===== src/rtl/hcount_source_pkg.sv =====
// rtl/hcount_source_pkg.sv - shared encodings, sizes and channel macros for the hcount network
`ifndef NS_ADDRESS_SIZE
`define NS_ADDRESS_SIZE 8
`endif
`ifndef NS_DATA_SIZE
`define NS_DATA_SIZE 8
`endif
`ifndef NS_REDUN_SIZE
`define NS_REDUN_SIZE 4
`endif
`ifndef NS_REQ_CKS
`define NS_REQ_CKS 2
`endif

// Redundancy sum: caller passes a working width W wide enough for all operands,
// every operand is zero-extended to W and the caller truncates to the redundancy width.
`ifndef NS_REDUN
`define NS_REDUN(W, s, d, t) (W'(s) + W'(d) + W'(t))
`endif

// Outgoing message channel port list; the caller supplies each full port name.
`ifndef NS_OUT_CHAN
`define NS_OUT_CHAN(src_n, dst_n, dat_n, red_n, req_n, ack_n, A, D, R) output logic [(A)-1:0] src_n, output logic [(A)-1:0] dst_n, output logic [(D)-1:0] dat_n, output logic [(R)-1:0] red_n, output logic req_n, input logic ack_n
`endif

// Sensitivity list for the asynchronous active-low reset flavour of the network.
`ifndef NS_ARST_N
`define NS_ARST_N(clk, rst) posedge clk or negedge rst
`endif

package hcount_source_pkg;

  typedef enum logic [2:0] {
    NS_SRC_INIT = 3'd0,
    NS_SRC_LOAD = 3'd1,
    NS_SRC_REQ  = 3'd2,
    NS_SRC_REL  = 3'd3,
    NS_SRC_DONE = 3'd4
  } ns_src_state_t;

  function automatic int ns_max(input int a, input int b);
    return (a > b) ? a : b;
  endfunction

endpackage


===== src/rtl/hack_debouncer.sv =====
// rtl/hack_debouncer.sv - level debouncer for a req or ack input
module hack_debouncer
  import hcount_source_pkg::*;
#(
  parameter int ACK_CKS = `NS_REQ_CKS
) (
  input  logic gch_clk,
  input  logic gch_reset,
  input  logic sig_in,
  output logic ckd_out
);

  localparam int CW = (ACK_CKS > 1) ? $clog2(ACK_CKS) : 1;
  localparam logic [CW-1:0] LAST = CW'(ACK_CKS - 1);

  logic [CW-1:0] cnt;

  // Accept a new level only after ACK_CKS consecutive differing samples; any agreeing sample restarts the count
  always_ff @(posedge gch_clk or negedge gch_reset) begin
    if (!gch_reset) begin
      ckd_out <= 1'b0;
      cnt     <= '0;
    end else if (sig_in != ckd_out) begin
      if (cnt == LAST) begin
        ckd_out <= sig_in;
        cnt     <= '0;
      end else begin
        cnt <= cnt + CW'(1);
      end
    end else begin
      cnt <= '0;
    end
  end

endmodule


===== src/rtl/hcount_source.sv =====
// rtl/hcount_source.sv - counting message generator on a 4-phase req/ack channel
module hcount_source
  import hcount_source_pkg::*;
#(
  parameter int MY_LOCAL_ADDR = 0,
  parameter int DST_ADDR      = 0,
  parameter int ASZ           = `NS_ADDRESS_SIZE,
  parameter int DSZ           = `NS_DATA_SIZE,
  parameter int RSZ           = `NS_REDUN_SIZE,
  parameter int START_DATA    = 0,
  parameter int MSG_COUNT     = 4,
  parameter int ACK_CKS       = `NS_REQ_CKS
) (
  input  logic           gch_clk,
  input  logic           gch_reset,
  output logic           gch_ready,
  output logic [ASZ-1:0] snd0_src,
  output logic [ASZ-1:0] snd0_dst,
  output logic [DSZ-1:0] snd0_dat,
  output logic [RSZ-1:0] snd0_red,
  output logic           snd0_req_out,
  input  logic           snd0_ack_in,
  output logic           done,
  output logic           err0_error,
  output logic [ASZ-1:0] err0_src,
  output logic [ASZ-1:0] err0_dst,
  output logic [DSZ-1:0] err0_dat
);

  localparam int MW = ns_max(ns_max(ASZ, DSZ), RSZ) + 2;
  localparam int SW = (MSG_COUNT > 0) ? $clog2(MSG_COUNT + 1) : 1;
  localparam logic [SW-1:0]  LAST_SENT = SW'((MSG_COUNT > 0) ? MSG_COUNT - 1 : 0);
  localparam logic [ASZ-1:0] SRC_C     = ASZ'(MY_LOCAL_ADDR);
  localparam logic [ASZ-1:0] DST_C     = ASZ'(DST_ADDR);
  localparam logic [DSZ-1:0] START_C   = DSZ'(START_DATA);

  ns_src_state_t  state;
  logic [DSZ-1:0] cur_dat;
  logic [SW-1:0]  sent;
  logic           ckd_ack;
  logic           ckd_prev;
  logic           ack_rise;
  logic [DSZ-1:0] load_dat;
  logic [RSZ-1:0] load_red;

  assign err0_src = SRC_C;
  assign ack_rise = ckd_ack & ~ckd_prev;

  hack_debouncer #(
    .ACK_CKS (ACK_CKS)
  ) u_ack_deb (
    .gch_clk   (gch_clk),
    .gch_reset (gch_reset),
    .sig_in    (snd0_ack_in),
    .ckd_out   (ckd_ack)
  );

  // Data value and redundancy for the message about to enter LOAD (next count when leaving REL)
  always_comb begin
    load_dat = cur_dat;
    if (state == NS_SRC_REL) begin
      load_dat = cur_dat + DSZ'(1);
    end
    load_red = RSZ'(`NS_REDUN(MW, SRC_C, DST_C, load_dat));
  end

  // Handshake sequencer: fields are registered on entry to LOAD so they settle a clock before req
  always_ff @(posedge gch_clk or negedge gch_reset) begin
    if (!gch_reset) begin
      state        <= NS_SRC_INIT;
      gch_ready    <= 1'b0;
      snd0_req_out <= 1'b0;
      done         <= 1'b0;
      snd0_src     <= '0;
      snd0_dst     <= '0;
      snd0_dat     <= '0;
      snd0_red     <= '0;
      cur_dat      <= START_C;
      sent         <= '0;
      ckd_prev     <= 1'b0;
      err0_error   <= 1'b0;
      err0_dst     <= '0;
      err0_dat     <= '0;
    end else begin
      ckd_prev <= ckd_ack;
      if (ack_rise && !err0_error &&
          (state == NS_SRC_INIT || state == NS_SRC_LOAD || state == NS_SRC_DONE)) begin
        err0_error <= 1'b1;
        err0_dst   <= snd0_dst;
        err0_dat   <= snd0_dat;
      end
      case (state)
        NS_SRC_INIT: begin
          gch_ready <= 1'b1;
          snd0_src  <= SRC_C;
          snd0_dst  <= DST_C;
          snd0_dat  <= load_dat;
          snd0_red  <= load_red;
          state     <= NS_SRC_LOAD;
        end
        NS_SRC_LOAD: begin
          snd0_req_out <= 1'b1;
          state        <= NS_SRC_REQ;
        end
        NS_SRC_REQ: begin
          if (ckd_ack) begin
            snd0_req_out <= 1'b0;
            state        <= NS_SRC_REL;
          end
        end
        NS_SRC_REL: begin
          if (!ckd_ack) begin
            sent <= sent + SW'(1);
            if (MSG_COUNT != 0 && sent == LAST_SENT) begin
              done  <= 1'b1;
              state <= NS_SRC_DONE;
            end else begin
              cur_dat  <= load_dat;
              snd0_src <= SRC_C;
              snd0_dst <= DST_C;
              snd0_dat <= load_dat;
              snd0_red <= load_red;
              state    <= NS_SRC_LOAD;
            end
          end
        end
        NS_SRC_DONE: begin
          snd0_req_out <= 1'b0;
          done         <= 1'b1;
        end
        default: begin
          snd0_req_out <= 1'b0;
          state        <= NS_SRC_INIT;
        end
      endcase
    end
  end

endmodule


===== config.mk =====
export PLATFORM = sky130hd
export DESIGN_NAME = hcount_source
export DESIGN_NICKNAME = d
export VERILOG_FILES = /design/src/rtl/hcount_source_pkg.sv /design/src/rtl/hack_debouncer.sv /design/src/rtl/hcount_source.sv
export SDC_FILE = /design/constraint.sdc
export NUM_CORES = 1
export LEC_CHECK = 0
export BUFFER_PORTS_ARGS = -buffer_cell sky130_fd_sc_hd__buf_2
export CAP_MARGIN = 40
export CORE_MARGIN = 2
export CORE_UTILIZATION = 50
export DETAILED_ROUTE_END_ITERATION = 7
export HOLD_SLACK_MARGIN = 0.05
export PLACE_DENSITY_LB_ADDON = 0.05
export SLEW_MARGIN = 20
export SYNTH_ARGS = -nofsm -noshare
export SYNTH_HDL_FRONTEND = slang
export SYNTH_SLANG_ARGS = --single-unit

===== constraint.sdc =====
create_clock -name gch_clk -period 2.3 [get_ports gch_clk]
set_clock_uncertainty 0.1 [all_clocks]
set_input_delay 0 -clock gch_clk [delete_from_list [all_inputs] [get_ports gch_clk]]
set_output_delay 0 -clock gch_clk [all_outputs]
set_load 0.03 [all_outputs]

==> flow_metrics.tcl, run 1 <==
set metrics [dict create \
    outcome "completed" \
    max_freq_mhz 505 \
    critPathMaxFanout 16 \
    ioPinCount 59 \
    first_iter_violations 46 \
    synth.ff_latch_count 37 \
    synth_common_cells "buf_4 (39), dfrtp_1 (37), nor2_1 (14), nand2_1 (11), xnor2_1 (11)" \
    gp_congestion 0.695 \
    period_share 0.861 \
    synth_xor_area_frac 0.0712 \
    ant_nets 0 \
    nets 205 \
    place_hpwl_um 2040 \
    die-height_um 66.8 \
    synth-async-reset-ratio 1.00 \
    synth_top_family_by_area "buffers and inverters" \
    vias 1163 \
    fin_area_sq_um 2130 \
    yosysMostFrequentCell "buf_4" \
    p_per_area_nw_per_um2 1530 \
    placed_cells 236 \
    setup_viol 0 \
    arrival_ps 2090 \
    reg2reg_to "snd0_dat[3]$_DFFE_PN0P_" \
    grt_pass1_vias 1054 \
    synthFlopType "dfrtp_1" \
    rsz0062_at_grt "false" \
    synth.area.mux_share 0.0731 \
    clock_sinks 37 \
    area_delta_synth_final_pct 8.39 \
    n_fill_cell 316 \
    start_util 0.530 \
    netlist-cell-type-count 37 \
    reg2reg_from "sent[0]$_DFFE_PN0P_" \
    htreeDepth 2 \
    grtUsageTotal 0.146 \
    io_buffers 26 \
    ys_seq_area_frac 0.470 \
    cts_resized 0 \
    synth_area_leaders "dfrtp_1 (47%), buf_4 (15%), xnor2_1 (4.9%)" \
    synth_top_area_share 0.470 \
    drv_cap 0 \
    drt_first_pass_iters 4 \
    syn-instance-count 172 \
    critPathKind "flip-flop to flip-flop" \
    drive_above_1_share 0.261 \
    slew_viol_final 0 \
    antenna_found_initial 0 \
    die_w_um 66.8 \
    power.leakage_nw 0.993 \
    cts_tree "done" \
    grt_pass1_wl_um 4890 \
    ys_warn_count 0 \
    synthAdderAreaFrac 0.0254 \
    cts_hold_buffers 2 \
    synth.cell_area_sq_um 1970 \
    fin_cells 247 \
    required_ps 2410 \
    synthSimpleGateAreaFrac 0.146 \
    peakVddDrop_mv 0.536 \
    grt_max_degree 38 \
    grt_overflow 0 \
    via_per_inst 4.71 \
    yosysTopAreaCell "dfrtp_1" \
    period_needed_ps 1980 \
    row_count 22 \
    post_dp_cell_area_sq_um 1970 \
    dieArea_sq_um 4460 \
    cts_max_path_buffers 2 \
    core-area_sq_um 3720 \
    cts.clk_slew.worst_paths_ps 70 \
    detail_route.wl_per_cell_um 11.6 \
    cts_setup_buffers 0 \
    crit_start "sent[0]$_DFFE_PN0P_" \
    synth_compound_area_frac 0.0515 \
    ff2ff_path_depth 6 \
    wl_um 2870 \
    tns_ps 0 \
    critPathCaptureType "flip-flop" \
    rrSetupSlack_ps 320 \
    final-hold-violation-count 0 \
    cts-buffers-inserted 5 \
    drcViolationCount 0 \
    clk_latency_ps 290 \
    synth_edf_count 0 \
    critPathLaunchType "flip-flop" \
    n_antenna_cell 0 \
    hp-class "primary input to asynchronous set/reset pin" \
    syn_area_per_cell_sq_um 11.4 \
    cts_root_buf "clkbuf_8" \
]
-- worst max path at each step --
stage | end | slack, ps | depth (start not counted)
after CTS | snd0_dat[3]$_DFFE_PN0P_ | 320 | 6
final | snd0_dat[3]$_DFFE_PN0P_ | 320 | 6
after detailed placement | snd0_dat[3]$_DFFE_PN0P_ | 350 | 6
after global placement | snd0_dat[3]$_DFFE_PN0P_ | 440 | 6
after global routing | snd0_dat[6]$_DFFE_PN0P_ | 160 | 6
after floorplan | snd0_dat[2]$_DFFE_PN0P_ | 480 | 7
-- critical path: stages (launching register included) --
cell       delay, ps
dfrtp_1          400
ha_1             220
ha_1             270
nand4bb_1        270
a21oi_4          410
nor2_1            90
a21oi_1          130
-- where the power goes --
group	total (mW)	leakage, nW	internal, mW	switching, mW
clock	0.579	0.0574	0.352	0.227
combinational	1.48	0.489	0.527	0.951
sequential	1.21	0.447	0.932	0.281
total	3.27	0.993	1.81	1.46
-- layer usage --
| layer | wire, um | GRT usage | vias to the layer above |
|---|---|---|---|
| met5 | 0 | 0 | - |
| met4 | 36 | 0.0612 | 0 |
| met1 | 1330 | 0.189 | 551 |
| li1 | - | - | 552 |
| met3 | 232 | 0.0456 | 5 |
| met2 | 1270 | 0.225 | 55 |
-- through the flow --
stage	total power [mW]	hold WS [ps]	setup slack, ps	utilization
after detailed placement	2.71	37.6	349	0.529
after CTS	3.30	264	319	0.567
final	3.27	99.3	320	0.574
after floorplan	2.47	-396	482	-
after global placement	2.67	21.6	441	0.529
after global routing	3.52	123	159	0.574
-- logic make-up (layout without fill, tap and decap cells) --
logic type,after synthesis,in the layout
AOI/OAI and AO/OA,15,15
xor gates and xnor gates,16,16
adders and majority gates,4,4
buffers and inverters,43,39
DFF,37,37
muxes,13,13
other,1,32
and+or+nand+nor,43,43
-- sequential cells by signal, indices dropped and copies added, names as in the netlist, 3 cells and up --
name,flops
snd0_dat,8
cur_dat,8
state,3
err0_dat,8
sent,3
-- final cells by class --
| cell class | instances | area, sq um | area share |
|---|---|---|---|
| clock buffers | 6 | 82.6 | 0.0387 |
| repair buffers | 29 | 178 | 0.0832 |
| well taps | 48 | 60.1 | 0.0281 |
| clock inverters | 2 | 37.5 | 0.0176 |
| inverters | 2 | 7.51 | 0.00352 |
| multi-input cells | 123 | 843 | 0.395 |
| flip-flops and latches | 37 | 926 | 0.434 |
-- placed cells by master (no fill, tap or decap), types with 4 or more instances in the layout --
cell type / netlist / routed
mux2_1: 6 / 6
clkbuf_8: 0 / 6
a21oi_1: 9 / 9
buf_2: 1 / 26
ha_1: 4 / 4
nor2_1: 14 / 14
nand2_1: 11 / 11
xnor2_1: 11 / 11
mux2_2: 5 / 5
dfrtp_1: 37 / 37
conb_1: 1 / 32
xor2_1: 5 / 5
Note: power is estimated with default switching activity, not from simulation.
==> inputs of run 2 (changes only) <==
--- a/config.mk
+++ b/config.mk
@@ -5,7 +5,7 @@
 export SDC_FILE = /design/constraint.sdc
 export NUM_CORES = 1
 export LEC_CHECK = 0
-export BUFFER_PORTS_ARGS = -buffer_cell sky130_fd_sc_hd__buf_2
+export BUFFER_PORTS_ARGS = -buffer_cell sky130_fd_sc_hd__buf_4
 export CAP_MARGIN = 40
 export CORE_MARGIN = 2
 export CORE_UTILIZATION = 50
==> run 2 against run 1 <==
Against the previous run:
- combinational power increased by 7%
- global-route usage grew 0.35 points
- first-iteration DRC count decreased by 17%
- sequential share of layout area stayed put
- non-clock buffer count shrank 1
- die area is the same
- fmax up 0.84%
- clock power down 26%
- core utilization stayed put
- total power fell by 1.1%
- critical path type unchanged
- largest cell class unchanged
- largest power group unchanged
==> flow_metrics.tcl, run 2 (same netlist as run 1, synthesis figures left out) <==
set metrics [dict create \
    tns_ps 0 \
    detail_route.wl_per_cell_um 11.7 \
    place_ws_ps 366 \
    die_w_um 66.8 \
    n_fill_cell 322 \
    area_delta_synth_final_pct 8.39 \
    cts-buffers-inserted 5 \
    via_per_inst 4.67 \
    wl_um 2870 \
    ff2ff_path_depth 6 \
    peakVddDrop_mv 0.599 \
    row_count 22 \
    drv_cap 0 \
    max_freq_mhz 509 \
    ant_nets 0 \
    critPathLaunchType "flip-flop" \
    die-height_um 66.8 \
    hp-class "primary input to asynchronous set/reset pin" \
    slew_viol_final 0 \
    fin_ws_ps 337 \
    clk_latency_ps 280 \
    crit_end "snd0_dat[3]$_DFFE_PN0P_" \
    start_util 0.530 \
    grt_max_degree 38 \
    p_per_area_nw_per_um2 1510 \
    clock_sinks 37 \
    crit_start "sent[0]$_DFFE_PN0P_" \
    grt_pass1_vias 1051 \
    ioPinCount 59 \
    critPathKind "flip-flop to flip-flop" \
    vias 1149 \
    cts_max_path_buffers 2 \
    cts.clk_slew.worst_paths_ps 70 \
    core-area_sq_um 3720 \
    drt_first_pass_iters 4 \
    reg2reg_to "snd0_dat[3]$_DFFE_PN0P_" \
    drcViolationCount 0 \
    grt_pass1_wl_um 4890 \
    drive_above_1_share 0.253 \
    io_buffers 26 \
    place_hpwl_um 2070 \
    arrival_ps 2070 \
    final-hold-violation-count 0 \
    n_antenna_cell 0 \
    nets 204 \
    largestRegisters "cur_dat x8, err0_dat x8, snd0_dat x8" \
    period_needed_ps 1960 \
    period_share 0.854 \
    htreeDepth 2 \
    hold_slack_ps 107 \
    rrSetupSlack_ps 340 \
    layout_common_cells "dfrtp_1 (37), conb_1 (32), buf_4 (26)" \
    cts_resized 0 \
    first_iter_violations 38 \
    gp_congestion 0.707 \
    critPathCaptureType "flip-flop" \
    mostFrequentLayoutCell "dfrtp_1" \
    required_ps 2410 \
    dieArea_sq_um 4460 \
    rsz0062_at_grt "false" \
    cts_root_buf "clkbuf_8" \
    cts_setup_buffers 0 \
    grtUsageTotal 0.149 \
    outcome "completed" \
    setup_viol 0 \
    critPathMaxFanout 16 \
    cts_tree "done" \
    power.leakage_nw 0.990 \
    grt_overflow 0 \
    reg2reg_from "sent[0]$_DFFE_PN0P_" \
    antenna_found_initial 0 \
]
-- run 2: cell types whose count changed in the layout (fill, tap and decap cells not counted), sizes merged --
cell      previous run  this run
clkinv               0         2
clkinvlp             1         0
buf                 27        26
bufinv               1         0
-- run 2: worst min-delay path by stage --
stage | start | end | slack [ps]
6_report | gch_reset | err0_error$_DFFE_PN0P_ | 110
5_1_grt | gch_reset | state[0]$_DFFE_PN0P_ | 140
4_1_cts | gch_reset | state[0]$_DFFE_PN0P_ | 110
3_5_place_dp | gch_reset | err0_error$_DFFE_PN0P_ | -110
3_3_place_gp | gch_reset | u_ack_deb.cnt$_DFF_PN0_ | -120
2_1_floorplan | gch_reset | ckd_prev$_DFF_PN0_ | -400
-- run 2: repair_timing --
action / 4_1_cts / 5_1_grt
endpoints found under the hold margin: 39 / 0
hold buffers: 2 / 0
setup endpoints to repair: 0 / 0
-- run 2: worst max-delay path: stages, from the launching register on --
cell and delay, ps:
dfrtp_1 390, ha_1 230, ha_1 280, nand4bb_1 280
a21oi_4 400, nor2_1 80, a21oi_1 130
-- run 2: area by class of cell --
type                            instances  area, sq um  area share
Sequential cell                        37          926       0.434
Multi-Input combinational cell        123          843       0.395
Timing Repair Buffer                   28          215       0.101
Clock buffer                            6         72.6      0.0340
Tap cell                               48         60.1      0.0281
Clock inverter                          2         10.0     0.00469
Inverter                                2         7.51     0.00352
-- run 2: per-stage QoR --
stage               cells  instance area, sq um  utilization  power [mW]
floorplan             203                  2090            -        2.47
global placement      236                  2030        0.547        2.79
detailed placement    236                  2030        0.547        2.83
CTS                   246                  2130        0.574        3.27
global route          246                  2130        0.574        3.49
finish                246                  2130        0.574        3.23
-- run 2: layer usage --
metal | GRT usage | wire [um] | up-vias
met3 | 0.0608 | 234 | 6
met5 | 0 | 0 | -
met1 | 0.188 | 1280 | 547
li1 | - | - | 547
met2 | 0.230 | 1320 | 49
met4 | 0.0561 | 39 | 0
-- run 2: report_power, final --
| part | internal (mW) | switching (mW) | total [mW] |
|---|---|---|---|
| clock network | 0.210 | 0.219 | 0.429 |
| logic | 0.632 | 0.946 | 1.58 |
| registers | 0.933 | 0.293 | 1.23 |
